## src/rtl/cpu_pkg.sv

```systemverilog
// Shared CPU pipeline types: word/register widths, instruction field positions
// and the instruction class decode helper.
package cpu_pkg;

   localparam int WORD_DATA_W = 32;
   localparam int GPR_ADDR_W  = 5;

   typedef logic [WORD_DATA_W-1:0] word_data_t;
   typedef logic [GPR_ADDR_W-1:0]  gpr_addr_t;

   localparam int OP_MSB  = 31;
   localparam int OP_LSB  = 26;
   localparam int RA_MSB  = 25;
   localparam int RA_LSB  = 21;
   localparam int RB_MSB  = 20;
   localparam int RB_LSB  = 16;
   localparam int RC_MSB  = 15;
   localparam int RC_LSB  = 11;
   localparam int IMM_MSB = 15;
   localparam int IMM_LSB = 0;

   // Register-file write enables are active-low throughout the pipeline.
   localparam logic ENABLE_  = 1'b0;
   localparam logic DISABLE_ = 1'b1;

   typedef enum logic [1:0] {
      R_TYPE   = 2'b00,
      I_ALU    = 2'b01,
      LOAD     = 2'b10,
      STORE_BR = 2'b11
   } insn_class_t;

   function automatic insn_class_t insn_class(input logic [5:0] op);
      return insn_class_t'(op[5:4]);
   endfunction

endpackage

```

## src/rtl/id_stage_if.sv

```systemverilog
// Register-file read bus: decode drives both read addresses, the register file
// returns WB-bypassed data combinationally.
interface gpr_rd_bus_io;
   import cpu_pkg::*;

   gpr_addr_t  addr_0;
   gpr_addr_t  addr_1;
   word_data_t data_0;
   word_data_t data_1;

   modport master (output addr_0, addr_1, input data_0, data_1);
   modport slave  (input addr_0, addr_1, output data_0, data_1);
endinterface

```

## src/rtl/id_hazard_fwd.sv

```systemverilog
// Operand resolution and load-use hazard detection for the decode stage.
// ID_FWD_EN selects EX/MEM forwarding; without it any pending writer stalls.
module id_hazard_fwd
   import cpu_pkg::*;
(
   input  gpr_addr_t  ra_addr,
   input  gpr_addr_t  rb_addr,
   input  logic       ra_used,
   input  logic       rb_used,
   input  logic       if_en,
   input  word_data_t gpr_data_0,
   input  word_data_t gpr_data_1,
   input  logic       ex_en,
   input  gpr_addr_t  ex_dst_addr,
   input  logic       ex_gpr_we_,
   input  logic       ex_is_load,
   input  word_data_t ex_fwd_data,
   input  logic       mem_en,
   input  gpr_addr_t  mem_dst_addr,
   input  logic       mem_gpr_we_,
   input  word_data_t mem_fwd_data,
   output word_data_t ra_data,
   output word_data_t rb_data,
   output logic       ld_hazard
);

   logic       ex_wr;
   logic       mem_wr;
   gpr_addr_t  src_addr [2];
   word_data_t src_gpr  [2];
   word_data_t src_res  [2];
   logic [1:0] src_used;
   logic [1:0] ex_hit;
   logic [1:0] mem_hit;

   assign ex_wr    = ex_en  && (ex_gpr_we_  == ENABLE_);
   assign mem_wr   = mem_en && (mem_gpr_we_ == ENABLE_);
   assign src_addr[0] = ra_addr;
   assign src_addr[1] = rb_addr;
   assign src_gpr[0]  = gpr_data_0;
   assign src_gpr[1]  = gpr_data_1;
   assign src_used    = {rb_used, ra_used};

   genvar gi;
   generate
      for (gi = 0; gi < 2; gi++) begin : g_src
         assign ex_hit[gi]  = ex_wr  && (ex_dst_addr  == src_addr[gi]);
         assign mem_hit[gi] = mem_wr && (mem_dst_addr == src_addr[gi]);
`ifdef ID_FWD_EN
         // Youngest producer wins: EX result is newer than MEM result.
         assign src_res[gi] = ex_hit[gi]  ? ex_fwd_data  :
                              mem_hit[gi] ? mem_fwd_data : src_gpr[gi];
`else
         assign src_res[gi] = src_gpr[gi];
`endif
      end
   endgenerate

`ifdef ID_FWD_EN
   assign ld_hazard = if_en && ex_is_load && |(ex_hit & src_used);
`else
   logic unused_fwd;
   assign unused_fwd = ^{ex_fwd_data, mem_fwd_data, ex_is_load};
   assign ld_hazard  = if_en && |((ex_hit | mem_hit) & src_used);
`endif

   assign ra_data = src_res[0];
   assign rb_data = src_res[1];

endmodule

```

## src/rtl/id_stage.sv

```systemverilog
// Decode stage: classifies the fetched instruction, resolves operands and
// loads the ID/EX register. Optional EX/MEM forwarding via ID_FWD_EN.
module id_stage
   import cpu_pkg::*;
#(
   parameter word_data_t RESET_PC = 32'h0000_0000
) (
   input  logic              clk,
   input  logic              rst,
   input  word_data_t        if_pc,
   input  word_data_t        if_insn,
   input  logic              if_en,
   input  logic              stall,
   input  logic              flush,
   gpr_rd_bus_io.master      gpr_rd,
   input  logic              ex_en,
   input  gpr_addr_t         ex_dst_addr,
   input  logic              ex_gpr_we_,
   input  logic              ex_is_load,
   input  word_data_t        ex_fwd_data,
   input  logic              mem_en,
   input  gpr_addr_t         mem_dst_addr,
   input  logic              mem_gpr_we_,
   input  word_data_t        mem_fwd_data,
   output logic              ld_hazard,
   output word_data_t        id_pc,
   output logic              id_en,
   output logic [5:0]        id_op,
   output word_data_t        id_ra_data,
   output word_data_t        id_rb_data,
   output word_data_t        id_imm,
   output gpr_addr_t         id_dst_addr,
   output logic              id_gpr_we_,
   output logic              id_is_load
);

   logic [5:0]  op;
   gpr_addr_t   ra_addr;
   gpr_addr_t   rb_addr;
   gpr_addr_t   rc_addr;
   logic [15:0] imm16;
   insn_class_t cls;

   gpr_addr_t   dst_next;
   logic        we_next;
   logic        is_load_next;
   logic        rb_used;
   word_data_t  imm_next;
   word_data_t  ra_next;
   word_data_t  rb_next;

   assign op      = if_insn[OP_MSB:OP_LSB];
   assign ra_addr = if_insn[RA_MSB:RA_LSB];
   assign rb_addr = if_insn[RB_MSB:RB_LSB];
   assign rc_addr = if_insn[RC_MSB:RC_LSB];
   assign imm16   = if_insn[IMM_MSB:IMM_LSB];
   assign cls     = insn_class(op);
   assign imm_next = {{16{imm16[15]}}, imm16};

   assign gpr_rd.addr_0 = ra_addr;
   assign gpr_rd.addr_1 = rb_addr;

   always_comb begin
      dst_next     = rc_addr;
      we_next      = ENABLE_;
      is_load_next = 1'b0;
      rb_used      = 1'b1;
      case (cls)
         R_TYPE: begin
            dst_next = rc_addr;
         end
         I_ALU: begin
            dst_next = rb_addr;
            rb_used  = 1'b0;
         end
         LOAD: begin
            dst_next     = rb_addr;
            is_load_next = 1'b1;
            rb_used      = 1'b0;
         end
         STORE_BR: begin
            dst_next = rb_addr;
            we_next  = DISABLE_;
         end
      endcase
   end

   id_hazard_fwd u_hazard_fwd (
      .ra_addr      (ra_addr),
      .rb_addr      (rb_addr),
      .ra_used      (1'b1),
      .rb_used      (rb_used),
      .if_en        (if_en),
      .gpr_data_0   (gpr_rd.data_0),
      .gpr_data_1   (gpr_rd.data_1),
      .ex_en        (ex_en),
      .ex_dst_addr  (ex_dst_addr),
      .ex_gpr_we_   (ex_gpr_we_),
      .ex_is_load   (ex_is_load),
      .ex_fwd_data  (ex_fwd_data),
      .mem_en       (mem_en),
      .mem_dst_addr (mem_dst_addr),
      .mem_gpr_we_  (mem_gpr_we_),
      .mem_fwd_data (mem_fwd_data),
      .ra_data      (ra_next),
      .rb_data      (rb_next),
      .ld_hazard    (ld_hazard)
   );

   // Flush outranks stall so a killed instruction never lingers in ID/EX.
   always_ff @(posedge clk) begin
      if (rst) begin
         id_pc       <= RESET_PC;
         id_en       <= 1'b0;
         id_op       <= '0;
         id_ra_data  <= '0;
         id_rb_data  <= '0;
         id_imm      <= '0;
         id_dst_addr <= '0;
         id_gpr_we_  <= DISABLE_;
         id_is_load  <= 1'b0;
      end else if (flush) begin
         id_en      <= 1'b0;
         id_gpr_we_ <= DISABLE_;
      end else if (stall) begin
         id_en      <= id_en;
         id_gpr_we_ <= id_gpr_we_;
      end else if (ld_hazard) begin
         id_en      <= 1'b0;
         id_gpr_we_ <= DISABLE_;
      end else begin
         id_pc       <= if_pc;
         id_en       <= if_en;
         id_op       <= op;
         id_ra_data  <= ra_next;
         id_rb_data  <= rb_next;
         id_imm      <= imm_next;
         id_dst_addr <= dst_next;
         id_gpr_we_  <= if_en ? we_next : DISABLE_;
         id_is_load  <= is_load_next;
      end
   end

endmodule
```

## src/flat_wrapper.sv

```systemverilog
// flat-port wrapper written by rule: the top's interface ports become plain ports
module id_stage_flat import cpu_pkg::*;
#(
   parameter word_data_t RESET_PC = 32'h0000_0000
)
  (clk, rst, if_pc, if_insn, if_en, stall, flush, ex_en, ex_dst_addr, ex_gpr_we_, ex_is_load, ex_fwd_data, mem_en, mem_dst_addr, mem_gpr_we_, mem_fwd_data, ld_hazard, id_pc, id_en, id_op, id_ra_data, id_rb_data, id_imm, id_dst_addr, id_gpr_we_, id_is_load, gpr_rd_addr_0, gpr_rd_addr_1, gpr_rd_data_0, gpr_rd_data_1);
  gpr_rd_bus_io gpr_rd_i ();
  input  logic clk;
  input  logic rst;
  input  word_data_t if_pc;
  input  word_data_t if_insn;
  input  logic if_en;
  input  logic stall;
  input  logic flush;
  input  logic ex_en;
  input  gpr_addr_t ex_dst_addr;
  input  logic ex_gpr_we_;
  input  logic ex_is_load;
  input  word_data_t ex_fwd_data;
  input  logic mem_en;
  input  gpr_addr_t mem_dst_addr;
  input  logic mem_gpr_we_;
  input  word_data_t mem_fwd_data;
  output logic ld_hazard;
  output word_data_t id_pc;
  output logic id_en;
  output logic [5:0] id_op;
  output word_data_t id_ra_data;
  output word_data_t id_rb_data;
  output word_data_t id_imm;
  output gpr_addr_t id_dst_addr;
  output logic id_gpr_we_;
  output logic id_is_load;
  output wire logic [$bits(gpr_rd_i.addr_0)-1:0] gpr_rd_addr_0;
  output wire logic [$bits(gpr_rd_i.addr_1)-1:0] gpr_rd_addr_1;
  input wire logic [$bits(gpr_rd_i.data_0)-1:0] gpr_rd_data_0;
  input wire logic [$bits(gpr_rd_i.data_1)-1:0] gpr_rd_data_1;
  assign gpr_rd_addr_0 = gpr_rd_i.addr_0;
  assign gpr_rd_addr_1 = gpr_rd_i.addr_1;
  assign gpr_rd_i.data_0 = gpr_rd_data_0;
  assign gpr_rd_i.data_1 = gpr_rd_data_1;
  id_stage #(.RESET_PC(RESET_PC)) u_core (.clk(clk), .rst(rst), .if_pc(if_pc), .if_insn(if_insn), .if_en(if_en), .stall(stall), .flush(flush), .gpr_rd(gpr_rd_i), .ex_en(ex_en), .ex_dst_addr(ex_dst_addr), .ex_gpr_we_(ex_gpr_we_), .ex_is_load(ex_is_load), .ex_fwd_data(ex_fwd_data), .mem_en(mem_en), .mem_dst_addr(mem_dst_addr), .mem_gpr_we_(mem_gpr_we_), .mem_fwd_data(mem_fwd_data), .ld_hazard(ld_hazard), .id_pc(id_pc), .id_en(id_en), .id_op(id_op), .id_ra_data(id_ra_data), .id_rb_data(id_rb_data), .id_imm(id_imm), .id_dst_addr(id_dst_addr), .id_gpr_we_(id_gpr_we_), .id_is_load(id_is_load));
endmodule
```

## config.mk

```make
export PLATFORM = sky130hd
export DESIGN_NAME = id_stage_flat
export DESIGN_NICKNAME = d
export VERILOG_FILES = /design/src/rtl/cpu_pkg.sv /design/src/rtl/id_stage_if.sv /design/src/rtl/id_hazard_fwd.sv /design/src/rtl/id_stage.sv /design/src/flat_wrapper.sv
export SDC_FILE = /design/constraint.sdc
export NUM_CORES = 1
export LEC_CHECK = 0
export ABC_AREA = 1
export BUFFER_PORTS_ARGS = -buffer_cell sky130_fd_sc_hd__buf_2
export CAP_MARGIN = 20
export CORE_AREA = 2 2 140 142
export CTS_CLUSTER_SIZE = 14
export DETAILED_ROUTE_END_ITERATION = 10
export DIE_AREA = 0 0 142 144
export GPL_ROUTABILITY_DRIVEN = 0
export SLEW_MARGIN = 10
export SYNTH_ARGS = -nofsm -noshare
export SYNTH_HDL_FRONTEND = slang
export SYNTH_SLANG_ARGS = --single-unit
```

## constraint.sdc

```tcl
create_clock -name clk -period 1.8 [get_ports clk]
set_input_delay 0.36 -clock clk [delete_from_list [all_inputs] [get_ports clk]]
set_output_delay 0.36 -clock clk [all_outputs]
set_load 0.1 [all_outputs]
```

==> results.txt <==
----------------------------------------------------
[Floorplan]
  Die area ... 0.0204 mm^2
  Placement row count ... 51
  Overall die width ... 142 um
  Height of the die ... 144 um
  Io pins ... 365
  Std-Cell Core Area ... 0.0191 mm^2
  Initial Utilization ... 31.9%

[Critical path]
  CP required ... 1.44 ns
  Worst Path Arrival ... 1.37 ns
  Critical path capture point type ... primary output
  Setup crit start kind ... primary input
  Setup CP Type ... primary input to primary output
  Critical-path maximum fanout ... 5

[Power and ir drop]
  PD cells ... 1100 mW/mm^2
  Leakage ... 4.38 nW
  Part of the power in the clock network ... 37.1%
  Maximum VDD drop ... 567 uV
  Proportion of total power due to net switching ... 38.2%
  Switching power summed over all nets ... 3.59 mW
  Part of the power in combinational logic ... 30.1%
  Power share of the sequential group ... 32.7%
  Int Power ... 5.82 mW

[Routing]
  Number of design-rule violations left by the first detailed-router iteration ... 311
  Residual DRC ... 0
  Per-cell via count in the routed design ... 4.53
  Antenna-violating nets left ... 0
  Length of the first detailed-routing pass in iterations ... 5
  Wire length per cell after detailed routing ... 12.9 um
  Via Count ... 6211
  Routed wire length ... 17600 um

[Timing]
  Transition time at the pin with the least slew margin ... 0.529 ns
  Rel. slew slack ... 65.0%
  Max Clk Rate ... 578 MHz
  Final setup fails ... 0
  Least setup slack across all paths after layout ... 0.0687 ns
  Hold violation total from the final report ... 0
  Setup repair after global routing missed its margin ... no
  Skew final ... 0 ns
  Tcrit/Tclk final ... 96.2%
  Time the final worst path needs with I/O delays and setup ... 1.73 ns
  Number of max-slew violations in the final report ... 0

[Synthesis]
  Yosys reg bits ... 126
  Fraction of synthesis flops using an asynchronous set or reset pin ... 0%
  Syn Std Cell Area ... 0.00609 mm^2
  Synthesized netlist cell count ... 850
  Predominant post-synthesis flop cell ... dfxtp_1
  Sequential cell area fraction in the yosys report ... 41.4%
  Synthesis warning total ... 0
  Synthesized netlist net count ... 1065
  Count of distinct cell types in the synthesized netlist ... 19
  Number of synthesized flops with an enable pin ... 0
  Mean Syn Cell Area ... 7.17 um^2

[Final layout]
  Layout Cell Area excl Fill ... 0.00856 mm^2
  Share of cells above drive strength 1 ... 35.4%
  Fraction of the core area covered by cells at the end of the flow ... 44.9%
  Final cell count without fillers ... 1370
  Post-layout net count ... 1334
  Area growth, synth to finish ... 40.5%

[Clocking]
  Root Driver ... clkbuf_16
  Clock Tree Buf Depth ... 2
  CTS tree ... done
  Latest clock arrival within the worst-skew pair ... 0.41 ns
  CTS sink cnt ... 126
  Deepest level of the CTS H-tree ... 4
  Clock-pin slew of the registers on the worst-case setup and hold paths ... 0.06 ns
  Cts bufs inserted ... 17

[Min path]
  Kind of path behind the tightest hold check ... primary input to flop

[Place]
  Placed insts ... 1336
  Worst Setup Slack post-DPL ... -0.131 ns
  Placed Instance Area ... 0.00788 mm^2
  Number of port buffers ... 299
  DP HPWL ... 12500 um

[Global routing]
  Via count of the first global-routing pass ... 5360
  Remaining global-route overflow ... 0
  Antenna violations before repair ... 2
  Gr usage total ... 16.2%
  Largest net degree at the start of global routing ... 75
  First-pass GRT wire length ... 26700 um

[Job]
  Number of violations of the max-capacitance limit ... 0

[Run status]
  Run status ... completed

----------------------------------------------------
==> through the flow <==
stage / power, mW / TNS (ns) / hold slack (ns)
final: 9.42 / 0 / 0.201
after global routing: 9.81 / 0 / 0.194
after CTS: 9.51 / 0 / 0.186
after detailed placement: 5.97 / -8.29 / 0.462
after global placement: 5.95 / -8.07 / 0.455
after floorplan: 5.44 / -0.176 / 0.461
==> sequential cells by signal, summed over array words and instances (netlist names) <==
signal and cells:
u_core.id_pc 32, u_core.id_ra_data 32, u_core.id_rb_data 32, u_core.id_imm 16
u_core.id_op 6, u_core.id_dst_addr 5, u_core.id_en 1, u_core.id_gpr_we_ 1
u_core.id_is_load 1
==> cell type report <==
type	instances	area [um^2]
Inverter	34	134
Sequential cell	126	2520
Tap cell	238	298
Antenna cell	2	5.00
Multi-Input combinational cell	598	2970
Fill cell	1972	10500
Clock buffer	19	453
Clock inverter	11	143
Timing Repair Buffer	342	2040
==> metal layers <==
layer  global-route usage (%)  part of all wire [%]  up-vias
li1                         -                     -     3252
met1                     19.8                    45     2761
met2                     27.3                    48      179
met3                     5.26                   6.0       19
met4                     4.89                   1.7        0
met5                        0                     0        -
==> worst paths after layout <==
path | cells after the start | endpoint | start | slack, ns
min reg2reg | 2 | u_core.id_rb_data[12] | u_core.id_rb_data[12] | 0.47
max reg2reg | 2 | u_core.id_imm[15] | u_core.id_imm[15] | 1.10
min | 3 | u_core.id_gpr_we_ | rst | 0.20
max | 12 | ld_hazard | if_insn[16] | 0.07
==> cell usage in the layout, fill, tap and decap left out, types with 2 or more instances in the layout <==
cell and instances:
buf_2 292, nand2_1 188, nor2_1 139, dfxtp_1 125
nand3b_1 119, a21oi_1 119, buf_4 33, inv_1 22
clkbuf_16 17, buf_12 16, inv_2 10, nand3_1 6
o21ai_0 6, nand2_2 5, nor2_4 4, nor2_2 4
clkinv_2 4, clkinvlp_4 3, ha_1 3, bufinv_16 3
diode_2 2, clkinv_4 2, clkbuf_8 2
==> cells in the mapped netlist, types with 2 or more instances <==
master / count / area (um^2)
nand2_1: 192 / 721
buf_2: 10 / 50.1
nor2_1: 147 / 552
a21oi_1: 119 / 596
nand3b_1: 119 / 893
buf_1: 2 / 7.51
clkbuf_1: 40 / 150
o21ai_0: 7 / 35.0
nand3_1: 6 / 30.0
buf_6: 9 / 101
dfxtp_1: 126 / 2520
buf_4: 31 / 233
inv_2: 5 / 18.8
ha_1: 3 / 37.5
nand2_2: 2 / 12.5
inv_1: 29 / 109
==> cell families (layout without fill, tap and decap cells) <==
| logic type | after synthesis | in the layout | share of synthesized area, % |
|---|---|---|---|
| AOI/OAI and AO/OA | 128 | 128 | 10.6 |
| and+or+nand+nor | 467 | 467 | 36.4 |
| DFF | 126 | 126 | 41.4 |
| adders and majority gates | 3 | 3 | 0.616 |
| other | 0 | 2 | 0 |
| buffers and inverters | 126 | 406 | 11.0 |
==> worst max-delay path, stage by stage <==
cell	delay, ns
buf_4	0.11
inv_2	0.04
nand2_1	0.06
nand2_2	0.05
nor2_2	0.12
nand3_1	0.08
nand2_1	0.09
nand2_2	0.08
nand2_4	0.08
nand2_8	0.06
clkinvlp_4	0.07
buf_12	0.16
==> power groups by stage <==
| stage | sequential [mW] | combinational [mW] | clock [mW] |
|---|---|---|---|
| floorplan | 4.53 | 0.909 | 0 |
| global placement | 3.13 | 2.82 | 0 |
| detailed placement | 3.14 | 2.83 | 0 |
| CTS | 3.08 | 2.84 | 3.59 |
| global route | 3.10 | 2.98 | 3.72 |
| finish | 3.08 | 2.84 | 3.50 |
==> repair_timing <==
item	in CTS	in global routing
hold endpoints to repair	0	0
setup buffers	1	1
hold buffers	0	0
pin swaps	3	13
setup endpoints to repair	1	37
resized for setup	5	23
gates cloned	0	0
Note: power is estimated with default switching activity, not from simulation.
